**src/rtl/conv3d_sched_mc.sv**
```systemverilog
// conv3d_sched_mc: multi-channel pass scheduler for the conv3d datapath.
// Runs cin x cout conv2d passes, one per flag_write_over handshake.
module conv3d_sched_mc #(
  parameter int AW = 30,
  parameter int CW = 10,
  parameter int KS = 3
) (
  input  logic          clk,
  input  logic          rst,
  input  logic          cfg_ena,
  input  logic [AW-1:0] cfg_xbase,
  input  logic [AW-1:0] cfg_ybase,
  input  logic [AW-1:0] cfg_zbase,
  input  logic [AW-1:0] cfg_xoffset,
  input  logic [AW-1:0] cfg_yoffset,
  input  logic [AW-1:0] cfg_zoffset,
  input  logic [CW-1:0] cfg_cin,
  input  logic [CW-1:0] cfg_cout,
  input  logic [8:0]    cfg_width_in,
  input  logic [8:0]    cfg_height_out,
  input  logic [17:0]   cfg_length_in,
  input  logic [17:0]   cfg_length_out,
  input  logic          abort,
  input  logic          flag_write_over,
  output logic          param_ena,
  output logic [AW-1:0] param_xaddr,
  output logic [AW-1:0] param_yaddr,
  output logic [AW-1:0] param_zaddr,
  output logic [8:0]    param_width_in,
  output logic [8:0]    param_height_out,
  output logic [17:0]   param_length_in,
  output logic [17:0]   param_length_out,
  output logic          param_accum,
  output logic          param_last,
  output logic          busy,
  output logic          done,
  output logic          cfg_err
);

  localparam logic [2:0] IDLE  = 3'd0;
  localparam logic [2:0] ISSUE = 3'd1;
  localparam logic [2:0] WAIT  = 3'd2;
  localparam logic [2:0] NEXT  = 3'd3;
  localparam logic [2:0] DONE  = 3'd4;

  localparam logic [CW-1:0] ONE = {{(CW-1){1'b0}}, 1'b1};

  if (KS < 1) begin : g_ks_chk
    $error("KS must be positive");
  end

  logic [2:0]    state;
  logic [CW-1:0] ci, co, cin_r, cout_r;
  logic [CW-1:0] cin_m1, cout_m1, nci, nco;
  logic [AW-1:0] xbase_r, xoff_r, yoff_r, zoff_r;
  logic [AW-1:0] x_r, y_r, z_r, nx, ny, nz;
  logic [8:0]    win_r, hout_r;
  logic [17:0]   lin_r, lout_r;
  logic          last_ci, last_co, cfg_ok;

  // Indices and addresses of the pass that follows the current one.
  always_comb begin
    cin_m1  = cin_r - ONE;
    cout_m1 = cout_r - ONE;
    last_ci = (ci == cin_m1);
    last_co = (co == cout_m1);
    cfg_ok  = (cfg_cin != '0) && (cfg_cout != '0);
    nci     = ci + ONE;
    nco     = co;
    nx      = x_r + xoff_r;
    nz      = z_r;
    ny      = y_r + yoff_r;
    if (last_ci) begin
      nci = '0;
      nco = co + ONE;
      nx  = xbase_r;
      nz  = z_r + zoff_r;
    end
  end

  // Pass sequencer. NEXT advances and issues in the same cycle so a new
  // pass goes out two cycles after write_over, like the first one does.
  always_ff @(posedge clk or negedge rst) begin
    if (!rst) begin
      state            <= IDLE;
      ci               <= '0;
      co               <= '0;
      cin_r            <= '0;
      cout_r           <= '0;
      xbase_r          <= '0;
      xoff_r           <= '0;
      yoff_r           <= '0;
      zoff_r           <= '0;
      x_r              <= '0;
      y_r              <= '0;
      z_r              <= '0;
      win_r            <= '0;
      hout_r           <= '0;
      lin_r            <= '0;
      lout_r           <= '0;
      param_ena        <= 1'b0;
      param_xaddr      <= '0;
      param_yaddr      <= '0;
      param_zaddr      <= '0;
      param_width_in   <= '0;
      param_height_out <= '0;
      param_length_in  <= '0;
      param_length_out <= '0;
      param_accum      <= 1'b0;
      param_last       <= 1'b0;
      busy             <= 1'b0;
      done             <= 1'b0;
      cfg_err          <= 1'b0;
    end else begin
      param_ena <= 1'b0;
      done      <= 1'b0;
      cfg_err   <= 1'b0;
      if (state != IDLE && abort) begin
        state <= IDLE;
        busy  <= 1'b0;
      end else begin
        unique case (state)
          IDLE: begin
            if (cfg_ena && cfg_ok) begin
              cin_r   <= cfg_cin;
              cout_r  <= cfg_cout;
              xbase_r <= cfg_xbase;
              xoff_r  <= cfg_xoffset;
              yoff_r  <= cfg_yoffset;
              zoff_r  <= cfg_zoffset;
              x_r     <= cfg_xbase;
              y_r     <= cfg_ybase;
              z_r     <= cfg_zbase;
              win_r   <= cfg_width_in;
              hout_r  <= cfg_height_out;
              lin_r   <= cfg_length_in;
              lout_r  <= cfg_length_out;
              ci      <= '0;
              co      <= '0;
              busy    <= 1'b1;
              state   <= ISSUE;
            end else if (cfg_ena) begin
              cfg_err <= 1'b1;
            end
          end
          ISSUE: begin
            param_ena        <= 1'b1;
            param_xaddr      <= x_r;
            param_yaddr      <= y_r;
            param_zaddr      <= z_r;
            param_width_in   <= win_r;
            param_height_out <= hout_r;
            param_length_in  <= lin_r;
            param_length_out <= lout_r;
            param_accum      <= (ci != '0);
            param_last       <= last_ci;
            state            <= WAIT;
          end
          WAIT: begin
            if (flag_write_over) begin
              if (last_ci && last_co) begin
                done  <= 1'b1;
                busy  <= 1'b0;
                state <= DONE;
              end else begin
                state <= NEXT;
              end
            end
          end
          NEXT: begin
            ci               <= nci;
            co               <= nco;
            x_r              <= nx;
            y_r              <= ny;
            z_r              <= nz;
            param_ena        <= 1'b1;
            param_xaddr      <= nx;
            param_yaddr      <= ny;
            param_zaddr      <= nz;
            param_width_in   <= win_r;
            param_height_out <= hout_r;
            param_length_in  <= lin_r;
            param_length_out <= lout_r;
            param_accum      <= (nci != '0);
            param_last       <= (nci == cin_m1);
            state            <= WAIT;
          end
          DONE: begin
            state <= IDLE;
          end
          default: begin
            state <= IDLE;
            busy  <= 1'b0;
          end
        endcase
      end
    end
  end

endmodule
```
**config.mk**
```make
export PLATFORM = sky130hd
export DESIGN_NAME = conv3d_sched_mc
export DESIGN_NICKNAME = d
export VERILOG_FILES = /design/src/rtl/conv3d_sched_mc.sv
export SDC_FILE = /design/constraint.sdc
export NUM_CORES = 1
export LEC_CHECK = 0
export BUFFER_PORTS_ARGS = -buffer_cell sky130_fd_sc_hd__buf_4
export CORE_ASPECT_RATIO = 0.7
export CORE_MARGIN = 5
export CORE_UTILIZATION = 57
export DETAILED_ROUTE_END_ITERATION = 6
export PLACE_DENSITY = 0.81
export SLEW_MARGIN = 5
export SYNTH_ARGS = -nofsm -noshare
export SYNTH_HDL_FRONTEND = slang
export SYNTH_SLANG_ARGS = --single-unit
```
**constraint.sdc**
```tcl
create_clock -name clk -period 4.17 [get_ports clk]
set_input_delay 0.834 -clock clk [delete_from_list [all_inputs] [get_ports clk]]
set_output_delay 0.834 -clock clk [all_outputs]
set_load 0.005 [all_outputs]
```
==> results_dict.tcl <==
set metrics [dict create \
    status "complete, no violations" \
    hold_viol 0 \
    cts_setup_buffers 0 \
    netlist_area_um2 24200 \
    grtUsageMet3_pct 6.47 \
    pwr_density_cell_nw_per_um2 660 \
    cts_buffer_depth 3 \
    use_met1_pct 45.7 \
    rows 63 \
    cap_violations 0 \
    avgViaCountPerCell 6.01 \
    syn_area_per_cell_um2 8.44 \
    critPathCaptureType "register" \
    cp_max_fo 13 \
    dr.pass1.iters 6 \
    die-area_um2 46700 \
    grt_pass1_vias 22500 \
    ant_nets 0 \
    vias 22800 \
    critPathKind "register to register" \
    clock-sinks 457 \
    slew_violations 0 \
    overflow 0 \
    yosysWarnings 0 \
    startpoint_type "register" \
    grt-busiest-layer "met2" \
    h-tree-depth 2 \
    ios 409 \
    seq_area_frac_synth_pct 47.3 \
    finalNonFillerCells 3785 \
    use_met2_pct 49.6 \
    yosys.area.top_type "dfrtp_1" \
    synth_edf_count 0 \
    yosysTopAreaCellShare_pct 47.3 \
    dpl.hpwl_um 53500 \
    final_nets 3545 \
    gp_congestion 0.887 \
    tightestPinTransition_ns 1.09 \
    syn_inst 2862 \
    ys_top_cells_by_area "dfrtp_1 47%, nand2_1 14%, a21oi_1 4.8%" \
    die_x_um 256 \
    path_clk_slew_ns 0.07 \
    drt_iter0_markers 2211 \
    grt_start_max_net_pins 159 \
    crit_required_ns 4.63 \
    cts_hold_buf 0 \
    crit_start "cin_r[4]$_DFFE_PN0P_" \
    clk_latency_ns 0.57 \
    tns_ns 0 \
    clock-root-buffer "clkbuf_16" \
    cts-buffers-inserted 44 \
    routedWlPerCell_um 20.5 \
    ys_seq_elements 457 \
    syn-num-nets 3216 \
    min_period_ns 3.78 \
    synth_async_sr_flop_share_pct 100 \
    drive_above_1_share_pct 17.0 \
    max-vdd-ir-drop_v 0.000362 \
    arrival_ns 4.24 \
    dpl.cell_count 3697 \
    skew_ns 0.00928 \
    route.detailed.drc 0 \
    grt_pass1_wl_um 124000 \
    timing.final.crit_share_pct 90.7 \
    synth_ff_type "dfrtp_1" \
    hold_class "primary input to asynchronous set/reset pin" \
    fmax_ghz 0.265 \
    syn2layout_area_growth_pct 21.3 \
    cts_tree "done" \
    timing.slew.headroom_pct 27.3 \
    post_cts_resized 0 \
    rsz0062_at_grt "false" \
    setup_violations 0 \
    netlist-cell-type-count 82 \
    die_h_um 182 \
    io_buffers 408 \
    routed_wl_um 77700 \
    track_usage_pct 32.4 \
    initial_utilization_pct 57.4 \
    p_leak_nw 14.6 \
    antenna_found_initial 7 \
    core-area_um2 42100 \
    r2r-start "cin_r[4]$_DFFE_PN0P_" \
]
==> flip-flops by register name (all words and copies together) (netlist names), 9 cells and up <==
| name | count |
|---|---|
| param_xaddr | 30 |
| param_yaddr | 30 |
| param_zaddr | 30 |
| x_r | 30 |
| xbase_r | 30 |
| xoff_r | 30 |
| y_r | 30 |
| yoff_r | 30 |
| z_r | 30 |
| zoff_r | 30 |
| lin_r | 18 |
| lout_r | 18 |
| param_length_in | 18 |
| param_length_out | 18 |
| ci | 10 |
| cin_r | 10 |
| co | 10 |
| cout_r | 10 |
| hout_r | 9 |
| param_height_out | 9 |
| param_width_in | 9 |
| win_r | 9 |
==> Yosys cell counts, types with 4 or more instances <==
master and count:
dfrtp_1 457, xor2_1 49, buf_1 10, buf_2 14, o221ai_1 12, nand2_1 930
o21a_1 36, nand3b_1 5, a21oi_1 230, xnor2_1 62, o21bai_1 4, nor4_1 6
nor3_1 34, a22oi_1 14, a21o_1 34, nor2_1 159, nand4_1 12, and3_1 25
o41ai_1 5, and2_1 5, nand2b_1 18, a31oi_1 38, o21ai_0 185, clkbuf_1 132
a221o_1 4, nand3_1 45, inv_1 42, o21ai_1 9, or3_1 7, mux2i_1 17
a211oi_1 18, o31ai_1 4, nor2b_1 15, o211ai_1 13, a2bb2oi_1 4, a221oi_1 5
a211o_1 5, ha_1 92, o22ai_1 27
==> cell usage in the layout (no fill, tap or decap), types with 27 or more instances in the layout <==
cell type,count
o22ai_1,27
xor2_1,49
buf_4,428
a21oi_1,230
ha_1,92
nor2_1,156
a31oi_1,38
nand2_1,927
a21o_1,34
nand3_1,45
inv_1,42
dfrtp_1,457
o21a_1,36
o21ai_0,185
clkbuf_16,45
xnor2_1,62
nor3_1,34
==> routing by layer <==
metal  vias up  share of wire (%)
met5         -                  0
met2      1125                 44
li1      10400                  -
met4         0                4.4
met3       200                9.1
met1     11000                 42
==> critical path, cell delays in order, from the launching register on <==
cell      delay (ns)
dfrtp_1         0.47
nor4_1          0.46
nor3b_2         0.38
mux2_4          0.34
or3b_4          0.42
or3_2           0.56
nand2_1         0.09
buf_4           0.19
nand2_1         0.31
nor2_1          0.20
nor2_1          0.05
a211oi_1        0.19
==> path summary, 6_finish.rpt <==
kind,to,slack (ns),depth (start not counted)
worst max register to register,z_r[17]$_DFFE_PN0P_,0.39,11
worst max-delay path,z_r[17]$_DFFE_PN0P_,0.39,11
worst min register to register,param_length_out[8]$_DFFE_PN0P_,0.46,2
min in group clk,lin_r[1]$_DFFE_PN0P_,0.46,3
worst min-delay path,cout_r[0]$_DFFE_PN0P_,0.19,1
max in group asynchronous,y_r[19]$_DFFE_PN0P_,3.09,2
==> area by class of cell <==
type                    count  area (µm²)
clock buffers              64        1330
diodes                      7        17.5
repair buffers            440        3450
clock inverters            17         226
flip-flops and latches    457       11400
well taps                 552         691
multi-input cells        2204       12000
inverters                  44         168
fillers                  3256       12800
==> where the power goes <==
| group | leakage [nW] | switching, mW | total [mW] | internal, mW |
|---|---|---|---|---|
| combinational | 8.28 | 4.60 | 8.15 | 3.56 |
| clock | 0.767 | 1.80 | 4.32 | 2.53 |
| sequential | 5.56 | 1.09 | 6.87 | 5.78 |
| total | 14.6 | 7.48 | 19.3 | 11.9 |
==> metrics by stage <==
stage	area (µm²)	power, mW	util (%)	worst slack [ns]	hold slack (ns)
floorplan	24200	11.8	-	1.01	0.439
global placement	27700	14.5	65.9	0.510	0.445
detailed placement	27700	14.9	65.9	0.426	0.451
CTS	29300	19.3	69.6	0.401	0.188
global route	29300	20.5	69.6	0.197	0.210
finish	29300	19.3	69.6	0.390	0.189
==> cell families after synthesis <==
kind of cell	Yosys count	share of synthesized area, %
flip-flops	457	47.3
adder cells (fa/ha/maj)	95	5.01
AND/OR/NAND/NOR	1289	22.1
AO/OA/AOI/OAI	687	17.2
XOR/XNOR	115	4.40
multiplexers	18	0.766
buffers and inverters	201	3.21
(Power assumes the default switching activity.)
